==> config.mk <==
export PLATFORM = sky130hd
export DESIGN_NAME = wb_spram
export DESIGN_NICKNAME = d
export VERILOG_FILES = /design/src/rtl/wb_spram.sv
export SDC_FILE = /design/constraint.sdc
export NUM_CORES = 2
export LEC_CHECK = 0
export BUFFER_PORTS_ARGS = -buffer_cell sky130_fd_sc_hd__buf_2
export CELL_PAD_IN_SITES_DETAIL_PLACEMENT = 0
export CELL_PAD_IN_SITES_GLOBAL_PLACEMENT = 1
export CORE_UTILIZATION = 48
export DETAILED_ROUTE_END_ITERATION = 8
export PLACE_DENSITY_LB_ADDON = 0.1
export SKIP_CTS_REPAIR_TIMING = 1
export SYNTH_ARGS = -nofsm -noshare
export SYNTH_HDL_FRONTEND = slang
export SYNTH_SLANG_ARGS = --single-unit
==> constraint.sdc <==
create_clock -name wb_clk_i -period 4.2 [get_ports wb_clk_i]
set_clock_uncertainty 0.15 [all_clocks]
set_input_delay 0.84 -clock wb_clk_i [delete_from_list [all_inputs] [get_ports wb_clk_i]]
set_output_delay 0.84 -clock wb_clk_i [all_outputs]
set_load 0.02 [all_outputs]
==> src/rtl/wb_spram.sv <==
// rtl/wb_spram.sv - Wishbone B3 slave over a byte-writable single-port RAM
// Supports classic cycles and registered-feedback constant/linear/wrap bursts.
module wb_spram #(
  parameter  int DEPTH = 256,
  localparam int AW    = $clog2(DEPTH)
) (
  input  logic          wb_clk_i,
  input  logic          wb_rst_i,
  input  logic [AW-1:0] wb_adr_i,
  input  logic [31:0]   wb_dat_i,
  input  logic [3:0]    wb_sel_i,
  input  logic          wb_we_i,
  input  logic          wb_cyc_i,
  input  logic          wb_stb_i,
  input  logic [2:0]    wb_cti_i,
  input  logic [1:0]    wb_bte_i,
  output logic [31:0]   wb_dat_o,
  output logic          wb_ack_o,
  output logic          wb_err_o
);

  localparam int WORDS = DEPTH / 4;
  localparam int WW    = AW - 2;

  logic [31:0]   mem [WORDS];
  logic          ack_q, ack_d;
  logic [WW-1:0] addr_q, addr_d;
  logic [31:0]   dat_q, dat_d;
  logic          valid, burst, wr_en;
  logic [WW-1:0] wrap_mask, nxt_idx;
  logic [31:0]   rd_word;

  always_comb begin
    valid = wb_cyc_i & wb_stb_i;
    burst = (wb_cti_i == 3'b001) || (wb_cti_i == 3'b010);
    ack_d = valid & (~ack_q | burst);
    wr_en = ack_q & valid & wb_we_i;

    // Wrap bursts only advance the low word-index bits inside their aligned block.
    case (wb_bte_i)
      2'b01:   wrap_mask = WW'(32'd3);
      2'b10:   wrap_mask = WW'(32'd7);
      2'b11:   wrap_mask = WW'(32'd15);
      default: wrap_mask = '1;
    endcase

    if (wb_cti_i == 3'b001) begin
      nxt_idx = addr_q;
    end else begin
      nxt_idx = (addr_q & ~wrap_mask) | ((addr_q + WW'(1)) & wrap_mask);
    end

    addr_d = addr_q;
    if (ack_d) begin
      addr_d = ack_q ? nxt_idx : wb_adr_i[AW-1:2];
    end

    // Forward bytes written on this edge so a constant burst never sees stale data.
    rd_word = mem[addr_d];
    for (int i = 0; i < 4; i++) begin
      if (wr_en && wb_sel_i[i] && (addr_q == addr_d)) begin
        rd_word[8*i +: 8] = wb_dat_i[8*i +: 8];
      end
    end

    dat_d = ack_d ? rd_word : dat_q;
  end

  always_ff @(posedge wb_clk_i or negedge wb_rst_i) begin
    if (!wb_rst_i) begin
      ack_q  <= 1'b0;
      addr_q <= '0;
      dat_q  <= '0;
    end else begin
      ack_q  <= ack_d;
      addr_q <= addr_d;
      dat_q  <= dat_d;
    end
  end

  // Storage is deliberately outside the reset domain: contents survive reset.
  always_ff @(posedge wb_clk_i) begin
    for (int i = 0; i < 4; i++) begin
      if (wr_en && wb_sel_i[i]) begin
        mem[addr_q][8*i +: 8] <= wb_dat_i[8*i +: 8];
      end
    end
  end

  assign wb_dat_o = dat_q;
  assign wb_ack_o = ack_q;
  assign wb_err_o = 1'b0;

endmodule

==> results.txt <==
The final setup TNS is 0 ns. The path category of the worst min-delay check is primary input to async pin. The maximum ir drop on the vdd rail came out at 0.4887 mV. The maximum fanout count along the critical path is 10.

The area growth from synthesis to layout came out at 17.29%. STA classifies the critical path endpoint as a register. The tree is rooted in a sky130_fd_sc_hd__clkbuf_16. Global routing used 26.82% of the available tracks. The starting DRC count in detailed routing came out at 4914. In the routed design, unresolved DRC markers number 0. The initial utilization of the core area, before any placement, comes to 48.29%. The area of the core region came out at 169100 sq um. The maximum number of buffers from clock root to sink is 3.

The commonest non-fill, non-tap cell in the layout is sky130_fd_sc_hd__edfxtp_1. The run finished with clean final reports. In this run the count of I/O pins placed on the die edge is 88.

Clock latency on the worst-skew pair, taken at its later pin, is 0.85 ns. The share of flip-flops with an asynchronous set or reset is 1.869%. The average cell area after synthesis is 17.73 sq um. The number of detailed-routing iterations run before antenna repair came out at 6.

The post-synthesis cell area came out at 81650 sq um. Traced cell by cell, the critical path runs through inv_1 -> nor3_1 -> nand2_1 -> nor2_1. The average routed wire per standard cell is 30.22 um.

The weighted congestion reported at the end of routability-driven placement is 0.8515. In this design, the largest share of critical-path delay is due to simple AND/OR/NAND/NOR gates. For this run, the slowest stage of the critical path takes 0.89 ns.

At the end of the flow, the number of nets in the layout was 5270. The required time of the critical path is 4.52 ns. The initial antenna violation count came to 25. The worst setup path is launched from a register.

The worst endpoint data arrival time is 4.06 ns. The final-report hold violation count is 0. The total clock buffers created by CTS is 209. The synthesized design spends more area on one cell type than any other, namely sky130_fd_sc_hd__edfxtp_1.

Among all flip-flop cells after synthesis, the most frequent one is sky130_fd_sc_hd__edfxtp_1. The slowest stage cell on the critical path is sky130_fd_sc_hd__nor2_1. The standby leakage power came out at 31.55 nW. The clock edge transition at the registers on the reported setup and hold paths is 0.07 ns. The synthesized design devotes to its leading area cell type 75.32% of total area. The number of inserted filler cells in the final layout is 13110. The final count of pins violating max slew is 0. The achievable frequency came out at 267.6 MHz.

The area used by multi-input combinational logic is 17870 sq um. The routed design has 230.6 mm of wire. In this run the power density over the cells is 512.9 nW/um^2. The setup path with the least slack is of type register to register.

The shortest clock period the worst path allows after layout came out at 3.737 ns. The number of enable flip-flop cells after synthesis is 2048. In the final layout, the share of cells above drive strength 1 is 26.64%. The headroom to the max-slew limit came out at 19.33%. Across all layers, the routed design uses 45750 vias. The top cell types in the final layout, fill and taps aside, are 2048 x sky130_fd_sc_hd__edfxtp_1, 517 x sky130_fd_sc_hd__buf_4, 450 x sky130_fd_sc_hd__nand2_1, 349 x sky130_fd_sc_hd__nor2_1, 312 x sky130_fd_sc_hd__mux4_2. The floorplan step defined a die boundary enclosing 171800 sq um.

The final cycle utilization of the critical path is 88.97%. The count of cell types in the netlist came out at 66. The tool flagged a number of max-cap violations equal to 0. The register cell area after layout came out at 62470 sq um. In the post-synthesis netlist, the biggest area contributors are sky130_fd_sc_hd__edfxtp_1 75%, sky130_fd_sc_hd__mux4_2 8.6%, sky130_fd_sc_hd__nand2_1 2.1%, sky130_fd_sc_hd__nand3_1 1.9%, sky130_fd_sc_hd__nor2_1 1.6%. The global route total overflow came out at 0.

Prior to clock tree synthesis, the placed netlist has a worst setup slack of -0.3090 ns. The floorplan row count is 151. The register bit count reported by yosys came out at 2087. Setup violations remaining at the end of the flow were counted as 0. The largest net degree at the start of global routing is 66. The worst-case setup margin in the final layout is 0.4633 ns. The number of clock sinks came out at 2087. Of the synthesized area, sequential elements account for 76.51%.

The average vias per placed instance is 5.996. The clock tree from TritonCTS is yes. The transition time of the tightest slew-check pin came out at 1.210 ns.

The net count after synthesis came out at 4663. The post-synthesis cell count came out at 4606. The count of input and output buffers is 84. The die boundary width came out at 414.4 um. The via count of the first global-routing pass came out at 44490. Detailed placement ended at an HPWL of 147.7 mm.

The global-route wire length before repair is 326.6 mm. The die span in y is 414.4 um. The number of buffers and inverters on the critical path is 1. The number of warnings printed during yosys synthesis came out at 0.

The depth of the CTS H-tree is 4. Setup repair after global routing left no endpoint under its margin. The utilization after layout came out at 56.64%.

The antenna violation net count after detailed routing came out at 0.
-- power by group --
group	leakage (nW)	switching, mW	internal [mW]
combinational	9.45	4.54	3.21
clock	3.22	7.74	10.4
sequential	18.9	0.248	23.0
-- cell usage after synthesis (all sizes together) (4+ instances only) --
| cell type | count |
|---|---|
| a21oi | 37 |
| a22oi | 41 |
| a311oi | 6 |
| a31o | 32 |
| a31oi | 34 |
| and3 | 7 |
| buf | 177 |
| clkbuf | 107 |
| dfrtp | 39 |
| edfxtp | 2048 |
| inv | 12 |
| mux2 | 113 |
| mux2i | 108 |
| mux4 | 312 |
| nand2 | 457 |
| nand2b | 4 |
| nand3 | 307 |
| nand4 | 36 |
| nor2 | 350 |
| nor3 | 35 |
| nor3b | 14 |
| nor4 | 7 |
| o211ai | 32 |
| o21ai | 31 |
| o22ai | 187 |
| or4b | 28 |
| xnor2 | 4 |
-- registers in the layout (all words and copies together) (netlist names) --
name      cells
addr_q        6
wb_dat_o     32
wb_ack_o      1
mem        2048
-- cell type report --
cell class	instances	share of cell area, %
clock inverters	99	0.9459
flip-flops and latches	2087	65.24
multi-input cells	2221	18.66
repair buffers	680	6.143
clock buffers	279	5.951
diodes	33	0.08623
inverters	14	0.07578
well taps	2218	2.898
-- per-layer routing --
| layer | vias up | share of wire, % | global-route usage, % | wire, um |
|---|---|---|---|---|
| met5 | - | 0.018 | 0 | 41 |
| met4 | 6 | 2.8 | 8.979 | 6444 |
| met3 | 320 | 7.6 | 5.555 | 17530 |
| met2 | 1826 | 47 | 41.55 | 109000 |
| met1 | 23990 | 42 | 38.12 | 97620 |
| li1 | 19620 | - | - | - |
-- stage by stage --
| stage | power [mW] | area, sq um | hold WS (ns) | instances |
|---|---|---|---|---|
| CTS | 49.50 | 95680 | 0.0003695 | 7598 |
| finish | 49.12 | 95770 | 0.04532 | 7631 |
| global placement | 31.43 | 89080 | 0.4531 | 7220 |
| floorplan | 27.84 | 81650 | 0.3944 | 4606 |
| detailed placement | 31.47 | 89080 | 0.4483 | 7220 |
| global route | 50.62 | 95690 | 0.05540 | 7601 |
-- path summary, 6_finish.rpt --
path | slack, ns | from | endpoint | cells after the start
setup reg to reg | 0.46 | addr_q[3]$_DFF_PN0_ | mem[9][16]$_DFFE_PP_ | 4
hold reg to reg | 0.45 | wb_dat_o[2]$_DFFE_PN0N_ | wb_dat_o[2]$_DFFE_PN0N_ | 2
max in group asynchronous | 3.02 | wb_rst_i | wb_dat_o[3]$_DFFE_PN0N_ | 2
setup / recovery | 0.46 | addr_q[3]$_DFF_PN0_ | mem[9][16]$_DFFE_PP_ | 4
min in group wb_clk_i | 0.32 | wb_dat_i[3] | mem[24][3]$_DFFE_PP_ | 1
hold / removal | 0.05 | wb_rst_i | wb_ack_o$_DFF_PN0_ | 1
-- logic make-up after synthesis --
logic type,after synthesis,synth area share [%]
AO/OA/AOI/OAI,419,3.394
XOR/XNOR,4,0.04290
adder cells (fa/ha/maj),3,0.04598
buffers and inverters,298,1.660
flip-flops,2087,76.51
multiplexers,533,11.49
other,1,0.004593
AND/OR/NAND/NOR,1261,6.850
No activity file was read; power rests on OpenSTA's default activity.
